$ cat config.mk
export PLATFORM = sky130hd
export DESIGN_NAME = dmem_port_arb
export DESIGN_NICKNAME = d
export VERILOG_FILES = /design/src/rtl/dmem_port_arb.sv
export SDC_FILE = /design/constraint.sdc
export NUM_CORES = 1
export LEC_CHECK = 0
export ABC_CLOCK_PERIOD_IN_PS = 3300
export CAP_MARGIN = 20
export CORE_AREA = 3 3 94 96
export CTS_CLUSTER_SIZE = 12
export DETAILED_ROUTE_END_ITERATION = 10
export DIE_AREA = 0 0 97 99
export GPL_ROUTABILITY_DRIVEN = 0
export PLACE_DENSITY_LB_ADDON = 0.08
export SYNTH_ARGS = -nofsm -noshare
export SYNTH_HDL_FRONTEND = slang
export SYNTH_SLANG_ARGS = --single-unit
$ cat constraint.sdc
create_clock -name clk_i -period 3.3 [get_ports clk_i]
set_input_delay 0.825 -clock clk_i [delete_from_list [all_inputs] [get_ports clk_i]]
set_output_delay 0.825 -clock clk_i [all_outputs]
set_load 0.1 [all_outputs]
$ cat src/rtl/dmem_port_arb.sv
// Two-requester arbiter in front of a synchronous single-port data RAM.
// Define DMEM_ARB_RR_EN for round-robin conflict resolution; default is fixed priority to m0.
module dmem_port_arb #(
   parameter int unsigned AW = 15,
   parameter int unsigned DW = 32,
   parameter int unsigned CW = 16
) (
   input  logic            clk_i,
   input  logic            reset_ni,
   input  logic            m0_valid_i,
   output logic            m0_ready_o,
   input  logic [AW-1:0]   m0_addr_i,
   input  logic [DW/8-1:0] m0_be_i,
   input  logic [DW-1:0]   m0_wdata_i,
   input  logic            m0_we_i,
   output logic            m0_rvalid_o,
   input  logic            m1_valid_i,
   output logic            m1_ready_o,
   input  logic [AW-1:0]   m1_addr_i,
   input  logic [DW/8-1:0] m1_be_i,
   input  logic [DW-1:0]   m1_wdata_i,
   input  logic            m1_we_i,
   output logic            m1_rvalid_o,
   output logic [DW-1:0]   rdata_o,
   output logic [AW-1:0]   address_o,
   output logic [DW/8-1:0] byteena_o,
   output logic [DW-1:0]   data_o,
   output logic            enable_o,
   output logic            wren_o,
   input  logic [DW-1:0]   q_i,
   output logic [CW-1:0]   conflict_cnt_o
);

   logic          gnt0, gnt1, conflict, pick0;
   logic          last_q, last_d;
   logic          rsp_vld_q, rsp_vld_d;
   logic          rsp_id_q, rsp_id_d;
   logic [CW-1:0] cnt_q, cnt_d;

   always_comb begin
      conflict = m0_valid_i & m1_valid_i;
`ifdef DMEM_ARB_RR_EN
      // last_q == 1 means m1 won last time, so m0 is next in turn
      pick0 = last_q;
`else
      pick0 = 1'b1;
`endif
      gnt0 = reset_ni & m0_valid_i & (~m1_valid_i | pick0);
      gnt1 = reset_ni & m1_valid_i & ~gnt0;

      m0_ready_o = gnt0;
      m1_ready_o = gnt1;
      enable_o   = gnt0 | gnt1;
      wren_o     = gnt1 ? m1_we_i : (gnt0 & m0_we_i);
      address_o  = gnt1 ? m1_addr_i  : m0_addr_i;
      byteena_o  = gnt1 ? m1_be_i    : m0_be_i;
      data_o     = gnt1 ? m1_wdata_i : m0_wdata_i;

      last_d    = enable_o ? gnt1 : last_q;
      rsp_vld_d = enable_o;
      rsp_id_d  = gnt1;
      cnt_d     = (conflict && (cnt_q != {CW{1'b1}})) ? cnt_q + CW'(1) : cnt_q;
   end

   always_ff @(posedge clk_i or negedge reset_ni) begin
      if (!reset_ni) begin
         last_q    <= 1'b1;
         rsp_vld_q <= 1'b0;
         rsp_id_q  <= 1'b0;
         cnt_q     <= '0;
      end else begin
         last_q    <= last_d;
         rsp_vld_q <= rsp_vld_d;
         rsp_id_q  <= rsp_id_d;
         cnt_q     <= cnt_d;
      end
   end

   assign m0_rvalid_o    = rsp_vld_q & ~rsp_id_q;
   assign m1_rvalid_o    = rsp_vld_q & rsp_id_q;
   assign rdata_o        = q_i;
   assign conflict_cnt_o = cnt_q;

endmodule

* After elaboration in Yosys (flattened, before gate mapping)
Cells that the tools add are included.
** Cells by class
- $add $sub $neg :: 1
- Equal/unequal tests :: 1
- Muxes and demuxes :: 4
- Bitwise logic cells :: 10
- Reductions and logical operators :: 1
** Operators by type and width (count)
- 2-to-1 mux 32 bit :: 1
- adder 16 x 1 -> 16 bit, second input constant :: 1
- inequality test 16 bit, second input constant :: 1
- 2-to-1 mux 15 bit :: 1
- AND 1 bit :: 7
- 2-to-1 mux 4 bit :: 1
- NOT 1 bit :: 2
- logical AND 1 bit :: 1
- 2-to-1 mux 1 bit :: 1
- OR 1 bit :: 1
** Word-level totals
- Register bits after elaboration :: 18
- Input port bits :: 140
- Output and inout bits :: 105

* Depth between registers and ports, before layout
- Word-level depth :: 4
- Gate-level depth with buffers :: 7
- Depth with buffers taken out :: 5

* Worst setup path before layout
No wires, ideal clock.
- Kind :: input port to output port
- Start :: in m1_valid_i
- End :: out data_o[22]
- Arrival :: 2.579 ns
- Slack :: -0.104 ns
- Stages :: 7
- Path through :: nand2_1 or2_1 clkbuf_1 inv_2 buf_2 nand2_1 nand2_1
** Between the ends
- Cells in the longest elaborated chain, start to end :: 3
** Ends and longest elaborated chain
- from (decl) :: RTL line 17 : input logic m1_valid_i,
- AND 1 bit (2 in a row) :: RTL line 49 : gnt1 = reset_ni & m1_valid_i & ~gnt0;
- via m1_ready_o :: RTL line 18 : output logic m1_ready_o,
- 2-to-1 mux 32 bit :: RTL line 57 : data_o = gnt1 ? m1_wdata_i : m0_wdata_i;
- to (decl) :: RTL line 27 : output logic [DW-1:0] data_o,
The timed path passes the listed nets, and every way through them passes these cells.

* Worst setup path in the final report
- Start :: in reset_ni
- End :: out data_o[14]
** Between the ends
- Cells in the longest elaborated chain, start to end :: 4
- Elaborated cells on any way between the ends :: 5
** Ends and longest elaborated chain
- from (decl) :: RTL line 9 : input logic reset_ni,
- AND 1 bit :: RTL line 48 : gnt0 = reset_ni & m0_valid_i & (~m1_valid_i | pick0);
- NOT 1 bit :: RTL line 49
- AND 1 bit (*) :: RTL line 49
- 2-to-1 mux 32 bit (*) :: RTL line 57
Mark *: on every way between the ends. The rest lies on a longest branch, timed or not.

==> results.md <==
- Kind of critical path: in2out
- Max Cap Viol: 0
- Final worst-path cycle share: between 90% and 100%
- Slew @ Worst Pin: ~400 ps
- Largest cells by area after synthesis: nand2_1 (34%), dfrtp_1 (25%), buf_4 (13%), xor2_1 (3.9%), nor4_2 (2.1%)
- Final cell count without fillers: 535
- Port Buf Inserts: between 150 and 200
- Routed WL: approximately 8200 µm
- Initial cell density of the core: between 20% and 30%
- Num ports: ~250
- Mapped Cells: ~280
- Clock Tree Root: clkbuf_8
- Most frequent cells in the layout: nand2_1 (153), clkdlybuf4s50_1 (107), buf_12 (58)
- Storage cell area: between 400 and 500 µm²
- Hold crit path type: reg2reg
- Fill cells: approximately 760
- Max VDD drop: 0.386 mV
- Nets: 572
- # clock sinks: 18
- Vias in the first global route: about 2200
- Cell count after placement: approximately 530
- Synth area leader: nand2_1
- Synth top area share: about a third
- P_leak: a little under 2 nW
- Clock transition at the registers of the reported paths: approximately 70 ps
- Hold-fix buffer count after cts: 0
- Sequential share of the synthesized area: between 20% and 30%
- Area after DPL: approximately 4000 µm²
- Die area: approximately 9600 µm²
- Yosys warnings: 0
- RSZ-0062 raised after global routing: false
- Worst skew pair latency: around 250 ps
- # DRC: 0
- Final Util: 51.0%
- DR WL/cell: 15.3 µm
- Hold Vio Cnt, Final: 0
- Min cycle time layout: 3220 ps
- Final hold slack: 526 ps
- Area Growth Syn to Fin: 132%
- Synth unique cells: 32
- Non-Filler Cell Area, Final: 4150 µm²
- Final setup fails: 0
- Max Buffers Root-to-Sink: 2
- Post-CTS Setup Bufs: 0
- Avg Inst Size Synth: 6.35 µm²
- Layout cells sized above 1: 24.7%
- H-tree lvl count: 1
- ANT nets after route: 0
- CP Capture Type: primary output
- Die X: a little under 100 µm
- Pwr dens: about 430 nW/µm²
- Initial DRC count: 61
- Count of state elements after synthesis: 18
- F_max: between 0.3 and 0.4 GHz
- First-pass GRT wire length: roughly 12000 µm
- Number of diodes: 0
- Drt pass-1 iters: 4
- Global Route Usage Sum: between 10% and 20%
- Status: finished clean
- DR vias: 2281
- Final TNS setup: 0 ps
- Initial antenna violation count: 0
- Syn Nets: about 420
- Core area: a little over 8000 µm²
- Most common cell after layout, fill and taps aside: nand2_1
- CTS tree: built
- CP arrival: 2400 ps
- Via-per-instance ratio: approximately 4.3
- Required time of the critical path: 2470 ps
- Die height: 99 µm
- Worst Setup Start Kind: input pin
- Inserted Clock Buffers: 3
- Mapped cell area: roughly 1800 µm²
- Total gr overflow: 0
- Final Slew Violations: 0
- HPWL after DPL: approximately 6800 µm
- Pin count of the biggest net entering global routing: 52
- Slew HR: between 70% and 80%
- Area of the multi-input gates: ~1100 µm²
- Crit-path max FO: 14
- Row Count: 33
- Worst Clk Skew: about 3.3 ps
layout make-up:
class                   instances  share of cell area [%]
inverters                       1                   0.211
multi-input cells             219                    25.7
well taps                     105                    3.17
flip-flops and latches         18                    10.9
clock buffers                   4                    1.33
repair buffers                188                    58.8
sequential cells by signal, indices dropped and copies added (netlist names):
register,flops
rsp_vld_q,1
rsp_id_q,1
conflict_cnt_o,16
logic make-up (layout without fill, tap and decap cells):
| group | Yosys count | count (layout) | synth area share, % |
|---|---|---|---|
| AND/OR/NAND/NOR | 198 | 198 | 47.9 |
| buffers and inverters | 45 | 193 | 16.9 |
| flip-flops | 18 | 18 | 25.1 |
| XOR/XNOR | 12 | 12 | 5.87 |
| AO/OA/AOI/OAI | 6 | 6 | 2.23 |
| multiplexers | 2 | 2 | 1.26 |
| adder cells (fa/ha/maj) | 1 | 1 | 0.698 |
final timing paths:
check / slack [ps] / start / depth (start not counted) / end
max in group asynchronous: 2080 / reset_ni / 2 / conflict_cnt_o[3]
setup reg to reg: 1440 / conflict_cnt_o[0] / 5 / conflict_cnt_o[12]
hold reg to reg: 530 / conflict_cnt_o[0] / 1 / conflict_cnt_o[0]
hold / removal: 530 / conflict_cnt_o[0] / 1 / conflict_cnt_o[0]
setup / recovery: 80 / reset_ni / 8 / data_o[14]
min in group asynchronous: 1010 / reset_ni / 2 / conflict_cnt_o[9]
worst max-delay path, stage by stage:
cell and delay, ps:
clkdlybuf4s50_1 530, nand2_1 60, or2_2 330, clkinv_4 120
clkbuf_16 180, nand2_1 60, nand2_1 90, buf_12 180
per-stage QoR:
| stage | total power (W) | setup slack, ps |
|---|---|---|
| final | 0.00176 | 78.8 |
| after global routing | 0.00183 | 10.1 |
| after CTS | 0.00177 | 41.5 |
| after detailed placement | 0.00159 | -2.57 |
| after global placement | 0.00158 | -30.4 |
| after floorplan | 0.00128 | 124 |
routing by layer:
layer,track usage [%],wire (µm),vias up
li1,-,-,1149
met5,0,0,-
met1,17.5,2930,1011
met4,2.38,51,0
met2,28.7,4320,113
met3,7.29,866,8
report_power, final:
| part | switching [W] | leakage, nW | internal (W) |
|---|---|---|---|
| clock network | 0.0000753 | 0.0288 | 0.000106 |
| registers | 0.0000595 | 0.234 | 0.000261 |
| logic | 0.000845 | 1.68 | 0.000418 |
| total | 0.000980 | 1.94 | 0.000785 |
timing repair:
item                                    in CTS  in global routing
endpoints found under the setup margin       1                 12
gates cloned                                 0                  2
gates resized for setup                      1                  7
cells in the mapped netlist:
cell type and n:
nand4b_1 1, or3_1 1, nand3_2 1, buf_2 5
or4_1 1, or4_4 1, mux2_1 2, nor2_1 6
nand4_1 3, xnor2_1 4, buf_6 1, a22o_1 1
or2_1 1, nor4_2 3, nand4_2 2, nor2b_1 1
nand2_1 163, clkbuf_1 6, nor3_1 5, or2_0 1
dfrtp_1 18, a31oi_1 3, and2_1 3, nand3_1 3
o21a_1 1, xor2_1 8, buf_4 32, ha_1 1
and4_1 1, inv_2 1, a21oi_1 1, nor3b_2 1
Note: power is estimated with default switching activity, not from simulation.
